## src/rtl/stepper_move_scheduler.sv

```systemverilog
// Segment FIFO plus launch sequencer that feeds a bank of stepper channels.
// Define STEPPER_SCHED_ABORT_EN to add the abort/flush input.
module stepper_move_scheduler #(
  parameter int AXES  = 4,
  parameter int DEPTH = 8
) (
  input  logic                   clk,
  input  logic                   reset,
`ifdef STEPPER_SCHED_ABORT_EN
  input  logic                   abort,
`endif
  input  logic                   wr_valid,
  output logic                   wr_ready,
  input  logic [32*AXES-1:0]     wr_steps,
  input  logic [32*AXES-1:0]     wr_speed,
  output logic [32*AXES-1:0]     step_in,
  output logic [32*AXES-1:0]     speed,
  output logic [AXES-1:0]        start_driving,
  input  logic [AXES-1:0]        stepper_driving,
  output logic                   busy,
  output logic [$clog2(DEPTH):0] fifo_level,
  output logic [31:0]            segments_done
);

  localparam int PW = $clog2(DEPTH);
  localparam int LW = PW + 1;
  localparam int SW = 32 * AXES;

  typedef enum logic [2:0] {SYNC, IDLE, LOAD, START, ARM, BUSY} state_t;

  state_t          state_q;
  logic [SW-1:0]   stepMem_q  [DEPTH];
  logic [SW-1:0]   speedMem_q [DEPTH];
  logic [PW-1:0]   wrPtr_q, rdPtr_q;
  logic [LW-1:0]   level_q;
  logic [AXES-1:0] mask_q;
  logic [SW-1:0]   stepIn_q, speed_q;
  logic [AXES-1:0] start_q;
  logic            busy_q;
  logic            aborted_q;
  logic [31:0]     segDone_q, segDone_d;

  logic            abortNow;
  logic            push, pop;
  logic [SW-1:0]   headSteps, headSpeed, fixedSpeed;
  logic [AXES-1:0] headMask;

`ifdef STEPPER_SCHED_ABORT_EN
  assign abortNow = abort;
`else
  assign abortNow = 1'b0;
`endif

  assign wr_ready  = (level_q != LW'(DEPTH)) && !abortNow;
  assign push      = wr_valid && wr_ready;
  assign pop       = (state_q == IDLE) && (level_q != '0) && !abortNow;
  assign headSteps = stepMem_q[rdPtr_q];
  assign headSpeed = speedMem_q[rdPtr_q];

  // An axis launches only if its magnitude is non-zero; a zero speed on such an axis would stall it.
  always_comb begin
    headMask   = '0;
    fixedSpeed = headSpeed;
    for (int i = 0; i < AXES; i++) begin
      headMask[i] = (headSteps[32*i +: 31] != 31'd0);
      if (headMask[i] && (headSpeed[32*i +: 32] == 32'd0))
        fixedSpeed[32*i +: 32] = 32'd1;
    end
  end

  always_comb begin
    segDone_d = segDone_q;
    if ((state_q == LOAD) && (mask_q == '0) && !abortNow)
      segDone_d = segDone_q + 32'd1;
    else if ((state_q == BUSY) && ((stepper_driving & mask_q) == '0) && !aborted_q && !abortNow)
      segDone_d = segDone_q + 32'd1;
  end

  always_ff @(posedge clk) begin
    if (push) begin
      stepMem_q[wrPtr_q]  <= wr_steps;
      speedMem_q[wrPtr_q] <= wr_speed;
    end
  end

  always_ff @(posedge clk) begin
    if (reset) begin
      state_q   <= SYNC;
      wrPtr_q   <= '0;
      rdPtr_q   <= '0;
      level_q   <= '0;
      mask_q    <= '0;
      stepIn_q  <= '0;
      speed_q   <= '0;
      start_q   <= '0;
      busy_q    <= 1'b0;
      aborted_q <= 1'b0;
      segDone_q <= '0;
    end else begin
      busy_q    <= (state_q != IDLE) || (level_q != '0);
      start_q   <= '0;
      segDone_q <= segDone_d;
      if (abortNow) begin
        wrPtr_q <= '0;
        rdPtr_q <= '0;
        level_q <= '0;
      end else begin
        if (push) wrPtr_q <= wrPtr_q + 1'b1;
        if (pop)  rdPtr_q <= rdPtr_q + 1'b1;
        if (push && !pop)      level_q <= level_q + 1'b1;
        else if (pop && !push) level_q <= level_q - 1'b1;
      end
      case (state_q)
        SYNC: if (stepper_driving == '0) state_q <= IDLE;
        IDLE: begin
          if (pop) begin
            stepIn_q  <= headSteps;
            speed_q   <= fixedSpeed;
            mask_q    <= headMask;
            aborted_q <= 1'b0;
            state_q   <= LOAD;
          end
        end
        LOAD: begin
          if (abortNow) begin
            aborted_q <= 1'b1;
            state_q   <= BUSY;
          end else if (mask_q == '0) begin
            state_q <= IDLE;
          end else begin
            start_q <= mask_q;
            state_q <= START;
          end
        end
        // The pulse is already out here, so an abort still passes through ARM to let driving rise.
        START: begin
          if (abortNow) aborted_q <= 1'b1;
          state_q <= ARM;
        end
        ARM: begin
          if (abortNow) aborted_q <= 1'b1;
          state_q <= BUSY;
        end
        BUSY: begin
          if ((stepper_driving & mask_q) == '0) state_q <= IDLE;
          else if (abortNow)                    aborted_q <= 1'b1;
        end
        default: state_q <= SYNC;
      endcase
    end
  end

  assign step_in       = stepIn_q;
  assign speed         = speed_q;
  assign start_driving = start_q;
  assign busy          = busy_q;
  assign fifo_level    = level_q;
  assign segments_done = segDone_q;

endmodule

```

## config.mk

```make
export PLATFORM = sky130hd
export DESIGN_NAME = stepper_move_scheduler
export DESIGN_NICKNAME = d
export VERILOG_FILES = /design/src/rtl/stepper_move_scheduler.sv
export SDC_FILE = /design/constraint.sdc
export NUM_CORES = 2
export LEC_CHECK = 0
export BUFFER_PORTS_ARGS = -buffer_cell sky130_fd_sc_hd__buf_4
export CORE_MARGIN = 1.5
export CORE_UTILIZATION = 35
export CTS_BUF_LIST = sky130_fd_sc_hd__clkbuf_16
export DETAILED_ROUTE_END_ITERATION = 8
export PLACE_DENSITY_LB_ADDON = 0.25
export SYNTH_ARGS = -nofsm -noshare
export SYNTH_HDL_FRONTEND = slang
export SYNTH_SLANG_ARGS = --single-unit
```

## constraint.sdc

```tcl
create_clock -name clk -period 43.7 [get_ports clk]
set_clock_uncertainty 0.15 [all_clocks]
set_input_delay 2.185 -clock clk [delete_from_list [all_inputs] [get_ports clk]]
set_output_delay 2.185 -clock clk [all_outputs]
set_load 0.02 [all_outputs]
```

# Word level (Yosys, flattened, before mapping)
# Memory sizes are Yosys's and may differ from the RTL's. A register that Yosys moved wholly into a read port is not among the register bits.
# Index checks and enable logic that the tools add are counted.
# W data, S select, Z words.
# word_totals
mem_bits_ro,0
elab_cells,79
ff_bits,310
ramBits,2048
out_inout_bits,298
n_memories,2
in_bits,263
latch_bits,0
# mem_list
memory,words,word_bits,read_ports,rd_clocked_by_memory_dff,wr,line_no,source
speedMem_q,8,128,1,1,1,33,logic [SW-1:0] speedMem_q [DEPTH];
stepMem_q,8,128,1,1,1,32,logic [SW-1:0] stepMem_q [DEPTH];
# op_classes
n_addsub,5
multipliers,0
shift,0
reduce_logical,31
n_bitwise,2
order_cmp,0
div,0
n_mux,19
n_eq_ne,10
# op_table
cell,n
$mux W32,6
$logic_not A32 Y1,4
$reduce_bool A31 Y1,4
$add A32 B1 Y32 const B,1
$mux W3,7
$pmux W3 S6,1
$logic_not A4 Y1,3
$logic_and A1 B1 Y1,10
$mux W4,2
$add A3 B1 Y3 const B,2
$eq A3 B2 Y1 const B,2
$eq A3 B3 Y1 const B,2
$add A4 B1 Y4 const B,1
$and A4 B4 Y4,1
$ne A2 B2 Y1 const B,2
$ne A4 B4 Y1 const B,1
$reduce_bool A2 Y1,2
$reduce_bool A4 Y1,1
$sub A4 B1 Y4 const B,1
$eq A3 B1 Y1 const B,1
$logic_not A3 Y1,1
$ne A3 B1 Y1 const B,1
$reduce_and A3 Y1,1
$reduce_or A3 Y1,1
other kinds (7),9

# Longest topological paths before layout
# logic_depth
ltp_word,6
ltp_mapped,14
depth_no_buf,12

# Least setup slack after synthesis
# No wires, ideal clock.
# synth_timing
kind,input port to flip-flop
from,input port wr_valid
to,memory speedMem_q[0][0] (netlist name) (enable)
arrival_time_ns,26.323
path_stages,2
setup_slack_ns,15.728
path_buffers,0
setup_time_ns,1.499
required_ns,42.051
path_cell_list,nand2_1 -> nor4_1
# synth_between
elab_chain_cells,3
# synth_rtl
element,line_no,source
from (decl),12,"input logic wr_valid,"
$logic_and A1 B1 Y1,55,assign push = wr_valid && wr_ready;
$mux W1,80,if (push) begin
$mux W1 (not written as such),82,speedMem_q[wrPtr_q] <= wr_speed;
to (decl),33,
# Every way passes these cells.

# Final worst setup path
# layout_timing
from,input port wr_valid
to,memory speedMem_q[5][45] (netlist name) (enable)
# layout_between
elab_chain_cells,3
# layout_rtl
element,line_no,source
$logic_and A1 B1 Y1,55,
net push,44,"logic push, pop;"
$mux W1,80,
$mux W1 (not written as such),82,
# The timed path passes the listed nets, and every way through them passes these cells.

==> impl_metrics.prom <==
# TYPE chip_impl_metric gauge
chip_impl_info{name="yosys_most_used_dff",value="sky130_fd_sc_hd__edfxtp_1"} 1
chip_impl_metric{name="nFillCells",unit=""} 22360
chip_impl_metric{name="pwr_density_cell",unit="nW/µm²"} 49.75
chip_impl_info{name="critical_path.slowest_cell",value="sky130_fd_sc_hd__buf_4"} 1
chip_impl_metric{name="total_number_of_h_tree_levels",unit=""} 4
chip_impl_metric{name="post_cts.repair.setup_buffers",unit=""} 0
chip_impl_metric{name="global_route_wire_length_before_repair",unit="µm"} 348600
chip_impl_metric{name="syn_nets",unit=""} 5032
chip_impl_metric{name="core-area",unit="µm²"} 251600
chip_impl_metric{name="maximum_resistive_drop_on_vdd",unit="V"} 0.00004394
chip_impl_metric{name="post-route-cell-area",unit="µm²"} 104500
chip_impl_metric{name="fin_crit",unit="ps"} 6624
chip_impl_metric{name="cp_num_buf_inv",unit=""} 6
chip_impl_info{name="tritoncts",value="built"} 1
chip_impl_metric{name="clkLatencyLatePin",unit="ps"} 870
chip_impl_metric{name="timing.critical_path.required",unit="ps"} 44000
chip_impl_metric{name="placement_rows",unit=""} 184
chip_impl_info{name="worstSetupPathType",value="input pin to register"} 1
chip_impl_metric{name="worst_slew_margin_rel",unit=""} 0.2232
chip_impl_metric{name="dpl-instance-area",unit="µm²"} 96660
chip_impl_metric{name="cts-hold-fix-buffers",unit=""} 0
chip_impl_metric{name="reg2reg_setup_slack",unit="ps"} 37750
chip_impl_metric{name="worstPathMaxFanout",unit=""} 112
chip_impl_metric{name="global_route.overflow_total",unit=""} 0
chip_impl_metric{name="finish.net_count",unit=""} 5630
chip_impl_metric{name="yosysWarnings",unit=""} 0
chip_impl_metric{name="antenna_violating_nets_post_route",unit=""} 0
chip_impl_metric{name="synth_area",unit="µm²"} 88750
chip_impl_metric{name="cap_viol_max_count",unit=""} 0
chip_impl_info{name="min_from",value="step_in[54]"} 1
chip_impl_metric{name="syn-instance-count",unit=""} 4762
chip_impl_metric{name="wirelength",unit="µm"} 247700
chip_impl_metric{name="clock_sink_count",unit=""} 2361
chip_impl_metric{name="synth.yosys.seq_area_share",unit=""} 0.7636
chip_impl_metric{name="via_per_inst",unit=""} 5.210
chip_impl_metric{name="drtPass1Iterations",unit=""} 5
chip_impl_metric{name="number_of_antenna_violations_at_the_first_check_in_global_routing",unit=""} 101
chip_impl_metric{name="detail_route.iter0.violations",unit=""} 4044
chip_impl_metric{name="grtUsageTotal",unit=""} 0.1887
chip_impl_info{name="worstHoldPathType",value="register to register"} 1
chip_impl_info{name="cp_top_family",value="buffers and inverters"} 1
chip_impl_metric{name="portBuffers",unit=""} 560
chip_impl_metric{name="finalHoldViolCount",unit=""} 0
chip_impl_metric{name="cpPeakStageDelay",unit="ps"} 860
chip_impl_metric{name="final_layout_size_suffix_gt1_frac",unit=""} 0.2393
chip_impl_metric{name="post_cts_resized",unit=""} 0
chip_impl_info{name="setup_repair_after_global_routing_missed_its_margin",value="false"} 1
chip_impl_metric{name="cell_count_of_the_worst_hold_path",unit=""} 2
chip_impl_info{name="critPathCaptureType",value="register"} 1
chip_impl_metric{name="dpl.cell_count",unit=""} 8468
chip_impl_metric{name="fin_crit_sh",unit=""} 0.1516
chip_impl_metric{name="setup-tns-final",unit="ps"} 0
chip_impl_metric{name="dieArea",unit="µm²"} 256600
chip_impl_metric{name="drc",unit=""} 0
chip_impl_metric{name="dp_wirelength",unit="µm"} 151100
chip_impl_info{name="crit_path_cell_trace",value="buf_4 -> nand2_1 -> inv_1 -> nand2_1 -> nor2_4 -> buf_12 -> buf_4 -> buf_4 -> buf_4"} 1
chip_impl_metric{name="first_global_vias",unit=""} 45470
chip_impl_metric{name="count_of_flip_flops_with_a_built_in_enable_after_synthesis",unit=""} 2048
chip_impl_metric{name="maxClockFrequency",unit="MHz"} 151.0
chip_impl_info{name="worst_r2r_startpoint",value="fifo_level[0]"} 1
chip_impl_metric{name="grt_start_max_net_pins",unit=""} 122
chip_impl_metric{name="avgSynthCellArea",unit="µm²"} 18.64
chip_impl_metric{name="ys_seq_elements",unit=""} 2361
chip_impl_metric{name="synth_async_sr_flop_share",unit=""} 0
chip_impl_metric{name="ys_types",unit=""} 68
chip_impl_info{name="cts_root_buf",value="sky130_fd_sc_hd__clkbuf_16"} 1
chip_impl_metric{name="floorplan.die.height",unit="µm"} 506.6
chip_impl_metric{name="worst_r2r_path_depth",unit=""} 10
chip_impl_metric{name="cts.clk_slew.worst_paths",unit="ps"} 60
chip_impl_metric{name="worst_pin_slew",unit="ps"} 1165
chip_impl_metric{name="timing.final.max_slew_violations",unit=""} 0
chip_impl_metric{name="cts_inserted_buffers",unit=""} 238
chip_impl_metric{name="final_cells",unit=""} 8946
chip_impl_metric{name="via_count",unit=""} 46610
chip_impl_metric{name="final_core_util",unit=""} 0.4152
chip_impl_metric{name="setup_violations",unit=""} 0
chip_impl_metric{name="io_pins",unit=""} 561
chip_impl_metric{name="power.leakage",unit="nW"} 33.55
chip_impl_info{name="cp_common_cell",value="sky130_fd_sc_hd__buf_4"} 1
chip_impl_metric{name="die_w",unit="µm"} 506.6
chip_impl_metric{name="initial_core_util",unit=""} 0.3527
chip_impl_info{name="worst_hold_path_endpoint",value="step_in[54]"} 1
chip_impl_metric{name="arrival",unit="ps"} 6930
chip_impl_info{name="cp_launch_type",value="input pin"} 1
chip_impl_metric{name="post-place-ws",unit="ps"} 36310
chip_impl_info{name="run_status",value="finished, final reports clean"} 1
chip_impl_info{name="r2r_end",value="speedMem_q[5][45]"} 1
chip_impl_metric{name="wl_per_cell",unit="µm"} 27.68
chip_impl_metric{name="setup_slack",unit="ps"} 37080
chip_impl_metric{name="cts_buffer_depth",unit=""} 3
chip_impl_metric{name="finalWeightedCongestion",unit=""} 0.7880
chip_impl_metric{name="area.growth.synth_to_final",unit="%"} 17.72
==> per-stage QoR <==
stage,power [W],hold WS [ps]
2_1_floorplan,0.003091,304.1
3_3_place_gp,0.003247,295.0
3_5_place_dp,0.003256,297.4
4_1_cts,0.005255,305.9
5_1_grt,0.005373,322.1
6_report,0.005198,305.6
==> sequential cells by signal, indices dropped and copies added (netlist names), named ones only <==
signal         cells
speedMem_q      1024
stepMem_q       1024
speed            128
step_in          128
segments_done     32
fifo_level         4
mask_q             4
start_driving      4
rdPtr_q            3
state_q            3
wrPtr_q            3
busy               1
==> cells in the final DEF, fill, tap and decap left out, types with 24 or more instances in the layout <==
cell,n
sky130_fd_sc_hd__edfxtp_1,2048
sky130_fd_sc_hd__a211oi_1,104
sky130_fd_sc_hd__mux2i_1,474
sky130_fd_sc_hd__mux2_2,24
sky130_fd_sc_hd__clkinv_1,53
sky130_fd_sc_hd__mux4_2,297
sky130_fd_sc_hd__inv_1,65
sky130_fd_sc_hd__nor2_1,233
sky130_fd_sc_hd__a21oi_1,174
sky130_fd_sc_hd__buf_4,615
sky130_fd_sc_hd__nor4_1,38
sky130_fd_sc_hd__a22o_1,56
sky130_fd_sc_hd__dfxtp_1,310
sky130_fd_sc_hd__clkbuf_16,245
sky130_fd_sc_hd__nand2_1,280
sky130_fd_sc_hd__clkinv_2,48
sky130_fd_sc_hd__a221oi_1,47
sky130_fd_sc_hd__a22oi_1,78
sky130_fd_sc_hd__o21a_1,50
sky130_fd_sc_hd__nand4_1,30
==> worst max path at each step <==
stage                     startpoint                end  slack, ps  cells past startpoint
after floorplan             wr_valid   speedMem_q[0][0]      15730                      2
after global placement      wr_valid  speedMem_q[5][42]      36280                      9
after detailed placement    wr_valid  speedMem_q[5][44]      36310                      9
after CTS                   wr_valid  speedMem_q[5][42]      37200                      9
after global routing        wr_valid  speedMem_q[5][42]      36880                      9
final                       wr_valid  speedMem_q[5][45]      37080                      9
==> layout make-up <==
type	instances	area, µm²	area share
Sequential cell	2361	67780	0.6487
Clock inverter	210	1622	0.01552
Antenna cell	23	57.56	0.0005509
Multi-Input combinational cell	2119	19700	0.1886
Inverter	8	45.04	0.0004311
Tap cell	3348	4189	0.04010
Timing Repair Buffer	632	4952	0.04740
Clock buffer	245	6131	0.05868
==> logic make-up (layout without fill, tap and decap cells) <==
family	Yosys count	count (layout)	synth area share
fa+ha+maj	7	7	0.001071
compound gates	574	574	0.04564
other cells	0	23	0
simple gates	693	693	0.03440
mux	811	811	0.1366
buf+inv	282	1095	0.01535
flops	2361	2361	0.7636
xor+xnor	34	34	0.003355
==> Yosys cell counts (13+ instances only) <==
cell,instances,share of area
sky130_fd_sc_hd__o21a_1,50,0.0042
sky130_fd_sc_hd__mux4_1,16,0.0047
sky130_fd_sc_hd__a22oi_1,78,0.0066
sky130_fd_sc_hd__xor2_1,17,0.0017
sky130_fd_sc_hd__nor3_1,25,0.0014
sky130_fd_sc_hd__a21oi_1,174,0.0098
sky130_fd_sc_hd__mux4_2,297,0.075
sky130_fd_sc_hd__o21ai_0,13,0.00073
sky130_fd_sc_hd__nand4_1,30,0.0021
sky130_fd_sc_hd__dfxtp_1,313,0.071
sky130_fd_sc_hd__buf_2,117,0.0066
sky130_fd_sc_hd__xnor2_1,17,0.0017
sky130_fd_sc_hd__a211oi_1,104,0.0088
sky130_fd_sc_hd__clkbuf_1,116,0.0049
sky130_fd_sc_hd__nor2_1,238,0.010
sky130_fd_sc_hd__buf_4,17,0.0014
sky130_fd_sc_hd__edfxtp_1,2048,0.69
sky130_fd_sc_hd__a222oi_1,13,0.0015
sky130_fd_sc_hd__a22o_1,56,0.0055
sky130_fd_sc_hd__nand2_1,280,0.012
sky130_fd_sc_hd__a221oi_1,47,0.0046
sky130_fd_sc_hd__buf_1,15,0.00063
sky130_fd_sc_hd__nor4_1,39,0.0027
sky130_fd_sc_hd__mux2_2,24,0.0030
sky130_fd_sc_hd__mux2i_1,474,0.053
==> power by group <==
group	internal [W]	switching [W]
registers	0.00261	0.0000453
logic	0.000184	0.000357
clock network	0.00113	0.000869
total	0.00393	0.00127
==> worst register-to-register path, cell delays in order (launching register included) <==
cell	delay, ps
sky130_fd_sc_hd__dfxtp_1	470
sky130_fd_sc_hd__nor3_1	100
sky130_fd_sc_hd__nand2_1	120
sky130_fd_sc_hd__nand2_1	210
sky130_fd_sc_hd__inv_1	250
sky130_fd_sc_hd__nand2_1	250
sky130_fd_sc_hd__nor2_4	660
sky130_fd_sc_hd__buf_12	630
sky130_fd_sc_hd__buf_4	1130
sky130_fd_sc_hd__buf_4	710
sky130_fd_sc_hd__buf_4	810
==> metal layers <==
layer | GRT usage | wire (µm) | vias to the layer above
li1 | - | - | 20390
met1 | 0.2567 | 106600 | 24310
met2 | 0.2985 | 116100 | 1419
met3 | 0.04924 | 17620 | 428
met4 | 0.05240 | 6802 | 70
met5 | 0 | 460 | -
Note: power is estimated with default switching activity, not from simulation.
